`config.mk`:
```
export PLATFORM = sky130hd
export DESIGN_NAME = divider_strobe_multi
export DESIGN_NICKNAME = d
export VERILOG_FILES = /design/src/rtl/divider_pkg.sv /design/src/rtl/divider_channel.sv /design/src/rtl/divider_strobe_multi.sv
export SDC_FILE = /design/constraint.sdc
export NUM_CORES = 1
export LEC_CHECK = 0
export ABC_AREA = 0
export CAP_MARGIN = 10
export CORE_ASPECT_RATIO = 1.1
export CORE_MARGIN = 4
export CORE_UTILIZATION = 56
export DETAILED_ROUTE_END_ITERATION = 8
export PLACE_DENSITY = 0.76
export SYNTH_ARGS = -nofsm -noshare
export SYNTH_HDL_FRONTEND = slang
export SYNTH_SLANG_ARGS = --single-unit
```
`constraint.sdc`:
```
create_clock -name i_clk -period 3.1 [get_ports i_clk]
set_clock_uncertainty 0.15 [all_clocks]
set_input_delay 0.31 -clock i_clk [delete_from_list [all_inputs] [get_ports i_clk]]
set_output_delay 0.31 -clock i_clk [all_outputs]
set_load 0.01 [all_outputs]
```
`src/rtl/divider_pkg.sv`:
```
// Shared types and helpers for the multi-channel strobe divider.
package divider_pkg;

  localparam int DIV_W_DEFAULT = 16;

  typedef enum logic [0:0] {
    ST_IDLE = 1'b0,
    ST_RUN  = 1'b1
  } state_t;

  // A ratio of zero has no meaningful period, so it behaves as ratio one.
  function automatic logic [31:0] sanitize_div(input logic [31:0] div);
    return (div == 32'd0) ? 32'd1 : div;
  endfunction

endpackage

```
`src/rtl/divider_channel.sv`:
```
// One strobe channel: period counter, active/shadow ratio pair, strobe flop.
// Optional o_square output is built only when DIVIDER_SQUARE_EN is defined.
module divider_channel #(
  parameter int DIV_W       = 16,
  parameter int DEFAULT_DIV = 240
) (
  input  logic             i_clk,
  input  logic             i_reset,
  input  logic             i_run,
  input  logic             i_sync,
  input  logic             i_wr,
  input  logic [DIV_W-1:0] i_val,
  output logic             o_strobe
`ifdef DIVIDER_SQUARE_EN
  ,
  output logic             o_square
`endif
);

  logic [DIV_W-1:0] count;
  logic [DIV_W-1:0] active_div;
  logic [DIV_W-1:0] shadow_div;
  logic             wrap;
  logic [DIV_W-1:0] next_div;

  assign wrap     = (count == active_div - DIV_W'(1));
  // A write landing on the boundary cycle wins over the older shadow value.
  assign next_div = i_wr ? i_val : shadow_div;

  always_ff @(posedge i_clk) begin
    if (i_reset) begin
      count      <= '0;
      active_div <= DIV_W'(DEFAULT_DIV);
      shadow_div <= DIV_W'(DEFAULT_DIV);
      o_strobe   <= 1'b0;
    end else begin
      if (i_wr) shadow_div <= i_val;
      if (!i_run) begin
        count    <= '0;
        o_strobe <= 1'b0;
        if (i_wr) active_div <= i_val;
      end else if (i_sync) begin
        count      <= '0;
        o_strobe   <= 1'b0;
        active_div <= next_div;
      end else if (wrap) begin
        count      <= '0;
        o_strobe   <= 1'b1;
        active_div <= next_div;
      end else begin
        count    <= count + DIV_W'(1);
        o_strobe <= 1'b0;
      end
    end
  end

`ifdef DIVIDER_SQUARE_EN
  // Registered from the current count so the rising edge follows the strobe.
  always_ff @(posedge i_clk) begin
    if (i_reset) o_square <= 1'b0;
    else         o_square <= i_run && (count < (active_div >> 1));
  end
`endif

endmodule

```
`src/rtl/divider_strobe_multi.sv`:
```
// N_CH-channel programmable strobe divider: arm FSM, ratio write decode, sync fan-out.
// Define DIVIDER_SQUARE_EN to add the per-channel o_square output.
module divider_strobe_multi
  import divider_pkg::*;
#(
  parameter int N_CH        = 4,
  parameter int DIV_W       = DIV_W_DEFAULT,
  parameter int DEFAULT_DIV = 240,
  parameter int CH_W        = (N_CH > 1) ? $clog2(N_CH) : 1
) (
  input  logic             i_clk,
  input  logic             i_reset,
  input  logic             i_ready,
  input  logic             i_sync,
  input  logic             i_div_wr,
  input  logic [CH_W-1:0]  i_div_ch,
  input  logic [DIV_W-1:0] i_div_val,
  output logic             o_armed,
  output logic [N_CH-1:0]  o_strobe
`ifdef DIVIDER_SQUARE_EN
  ,
  output logic [N_CH-1:0]  o_square
`endif
);

  state_t           state;
  logic             run;
  logic [DIV_W-1:0] div_val_s;

  always_ff @(posedge i_clk) begin
    if (i_reset)                            state <= ST_IDLE;
    else if (state == ST_IDLE && i_ready)   state <= ST_RUN;
  end

  assign run       = (state == ST_RUN);
  assign o_armed   = run;
  assign div_val_s = DIV_W'(sanitize_div(32'(i_div_val)));

  for (genvar c = 0; c < N_CH; c++) begin : g_ch
    // Only in-range channel numbers can match, so out-of-range writes are dropped.
    logic wr_sel;
    assign wr_sel = i_div_wr && (32'(i_div_ch) == c);

    divider_channel #(
      .DIV_W       (DIV_W),
      .DEFAULT_DIV (DEFAULT_DIV)
    ) u_channel (
      .i_clk    (i_clk),
      .i_reset  (i_reset),
      .i_run    (run),
      .i_sync   (i_sync),
      .i_wr     (wr_sel),
      .i_val    (div_val_s),
      .o_strobe (o_strobe[c])
`ifdef DIVIDER_SQUARE_EN
      ,
      .o_square (o_square[c])
`endif
    );
  end

endmodule

```
==> flow_metrics.tcl <==
set metrics [dict create \
    drive_above_1_share_pct 9.65 \
    avgSynthCellArea_um2 7.99 \
    maxCapViolCount 0 \
    synth_seq_cells 197 \
    yosys_warnings 0 \
    synth_fp_nets 1346 \
    clockBufferDepth 2 \
    cts_tree "done" \
    stdcell_count 1580 \
    clkSinkCount 197 \
    ys.flop_type "dfxtp_1" \
    cp_max_fo 12 \
    gp_congestion 0.890 \
    grt_max_degree 112 \
    cts_max_level 4 \
    grt_overflow_total 0 \
    worst_hold_slack_ns 0.165 \
    ctsHoldBuffers 0 \
    ant_nets 0 \
    place_hpwl_mm 17.8 \
    fin_crit_ns 3.07 \
    dr.pass1.iters 5 \
    start_util_pct 57.1 \
    tightest_slew_ns 0.652 \
    dr.first_iter.drc_count 661 \
    n_antenna_cell 0 \
    critical_path_class "reg -> reg" \
    dieHeight_um 152 \
    num_rows 52 \
    core_mm2 0.0184 \
    grt_usage_pct 24.3 \
    fin_crit_sh_pct 99.1 \
    timing.fmax_mhz 326 \
    finalSetupViolCount 0 \
    netlist_area_mm2 0.0105 \
    clkLatencyLatePin_ns 0.44 \
    grt_antenna_before_repair 0 \
    grt_pass1_vias 8591 \
    p_total_mw 5.80 \
    post_drt_wl_per_cell_um 16.4 \
    yosysSeqAreaShare_pct 37.5 \
    route.detailed.drc 0 \
    slew_headroom_pct 56.2 \
    synth_area_leaders "dfxtp_1, nand2_1, xnor2_1" \
    tns_ns 0 \
    synth_top_area_share_pct 37.5 \
    slew_violations 0 \
    cp_data_arrival_time_ns 3.29 \
    synth.distinct_cells 68 \
    powerDensity_mw_per_mm2 490 \
    nets 1355 \
    ir_drop_uv 353 \
    outcome "complete, no violations" \
    worstSetupStartpointType "flip-flop" \
    path_clk_slew_ns 0.07 \
    drt-total-wl_mm 25.9 \
    via_count 9294 \
    required_ns 3.32 \
    dieArea_mm2 0.0210 \
    placed_cells 1547 \
    grt_pass1_wl_mm 42.1 \
    synth_edf_count 0 \
    synth_cells 1315 \
    areaGrowthSynthToFinish_pct 12.6 \
    async_flop_share_pct 0 \
    root_buffer "clkbuf_16" \
    cts_buffers 17 \
    end_kind "flip-flop" \
    p_leak_nw 4.31 \
    synth_top_cell_by_area "dfxtp_1" \
    die_x_um 139 \
    hold_class "in -> reg" \
    via_per_inst 5.88 \
    finalHoldViolCount 0 \
    pin_count 28 \
    port_buffers 27 \
]
-- per-layer routing --
layer,vias up,share of wire [%],global-route usage (%)
met5,-,0,0
met4,0,2.6,8.50
met3,44,4.7,3.36
met2,225,48,41.6
met1,4368,45,31.6
li1,4657,-,-
-- layout make-up --
cell class | count | area [um2]
inverters | 23 | 86.3
fillers | 1615 | 6580
multi-input cells | 992 | 6130
well taps | 243 | 304
clock inverters | 13 | 123
clock buffers | 19 | 443
flip-flops and latches | 197 | 3950
repair buffers | 93 | 805
-- report_power, final --
part	total (mW)	switching (mW)	internal [mW]
Combinational	0.883	0.496	0.387
Sequential	2.76	0.119	2.64
Clock	2.16	1.02	1.14
-- stage by stage --
step                      instance area (um2)  utilization, %  setup WS (ns)
after global routing                    11800            64.3        -0.0618
after global placement                  11200            60.8          0.164
after floorplan                         10500               -         0.0135
after detailed placement                11200            60.8          0.120
after CTS                               11800            63.9         0.0201
final                                   11800            64.3         0.0290
-- cells by family (layout without fill, tap and decap cells) --
kind of cell / Yosys count / after routing / synth area share (%)
flip-flops: 197 / 197 / 37.5
AO/OA/AOI/OAI: 236 / 236 / 15.4
multiplexers: 29 / 29 / 2.79
XOR/XNOR: 133 / 133 / 11.3
AND/OR/NAND/NOR: 586 / 586 / 27.1
adder cells (fa/ha/maj): 8 / 8 / 0.953
buffers and inverters: 126 / 148 / 4.89
-- cells in the final DEF, fill, tap and decap left out, drive strengths merged, types with 4 or more instances in the layout --
master	instances
nand2b	4
o2111ai	4
nand2	192
nand3	72
clkdlybuf4s50	26
or2	6
nor2b	7
o21ai	20
clkbuf	19
a21oi	82
o31ai	7
nor4b	4
ha	8
nor4	22
nand4	17
o211ai	6
or4	17
xnor2	71
inv	28
a211oi	39
dfxtp	197
nor3b	4
xor2	60
clkinvlp	4
or3	19
and3	41
nor2	131
o31a	4
a311oi	38
mux2i	27
nand3b	20
nor3	19
buf	67
a2111oi	4
-- sequential cells by signal, summed over array words and instances, names as in the netlist --
| signal | count |
|---|---|
| g_ch.u_channel.count | 64 |
| o_armed | 1 |
| g_ch.u_channel.shadow_div | 64 |
| g_ch.u_channel.o_strobe | 4 |
| g_ch.u_channel.active_div | 64 |
-- worst max-delay path: stages (launching register included) --
cell	delay, ns
dfxtp_1	0.36
or4_1	0.56
or4_1	0.53
a21o_1	0.18
a221oi_2	0.28
a311oi_2	0.19
buf_6	0.19
or3_1	0.41
a21oi_2	0.15
-- final timing paths --
| check | from | to | slack (ns) | cells after the start |
|---|---|---|---|---|
| worst max register to register | g_ch[1].u_channel.active_div[0] | g_ch[1].u_channel.active_div[3] | 0.03 | 8 |
| worst min register to register | g_ch[0].u_channel.shadow_div[12] | g_ch[0].u_channel.shadow_div[12] | 0.31 | 2 |
| worst min-delay path | i_reset | o_armed | 0.17 | 2 |
| worst max-delay path | g_ch[1].u_channel.active_div[0] | g_ch[1].u_channel.active_div[3] | 0.03 | 8 |
-- what timing repair did --
action	CTS	global route
gates resized for setup	0	15
setup endpoints to repair	0	55
buffers inserted	0	1
-- synth_stat cells (4+ instances only) --
cell and count:
nand3_1 72, nand3b_1 20, dfxtp_1 197, a311oi_1 38
a21oi_1 82, inv_1 23, or4_1 17, o21ai_1 9
or2_2 5, o211ai_1 6, buf_4 6, nand2b_1 4
o21ai_0 11, xor2_1 60, xnor2_1 71, buf_1 5
nor3_1 19, or3_1 19, nor2_1 130, clkbuf_1 82
o31ai_1 7, buf_2 9, o31a_1 4, mux2i_1 27
nor4_1 22, a211oi_1 39, nor2b_1 7, ha_1 8
and3_1 41, nand2_1 192, o2111ai_1 4, nor3b_1 4
nand4_1 17
No activity file was read; power rests on OpenSTA's default activity.
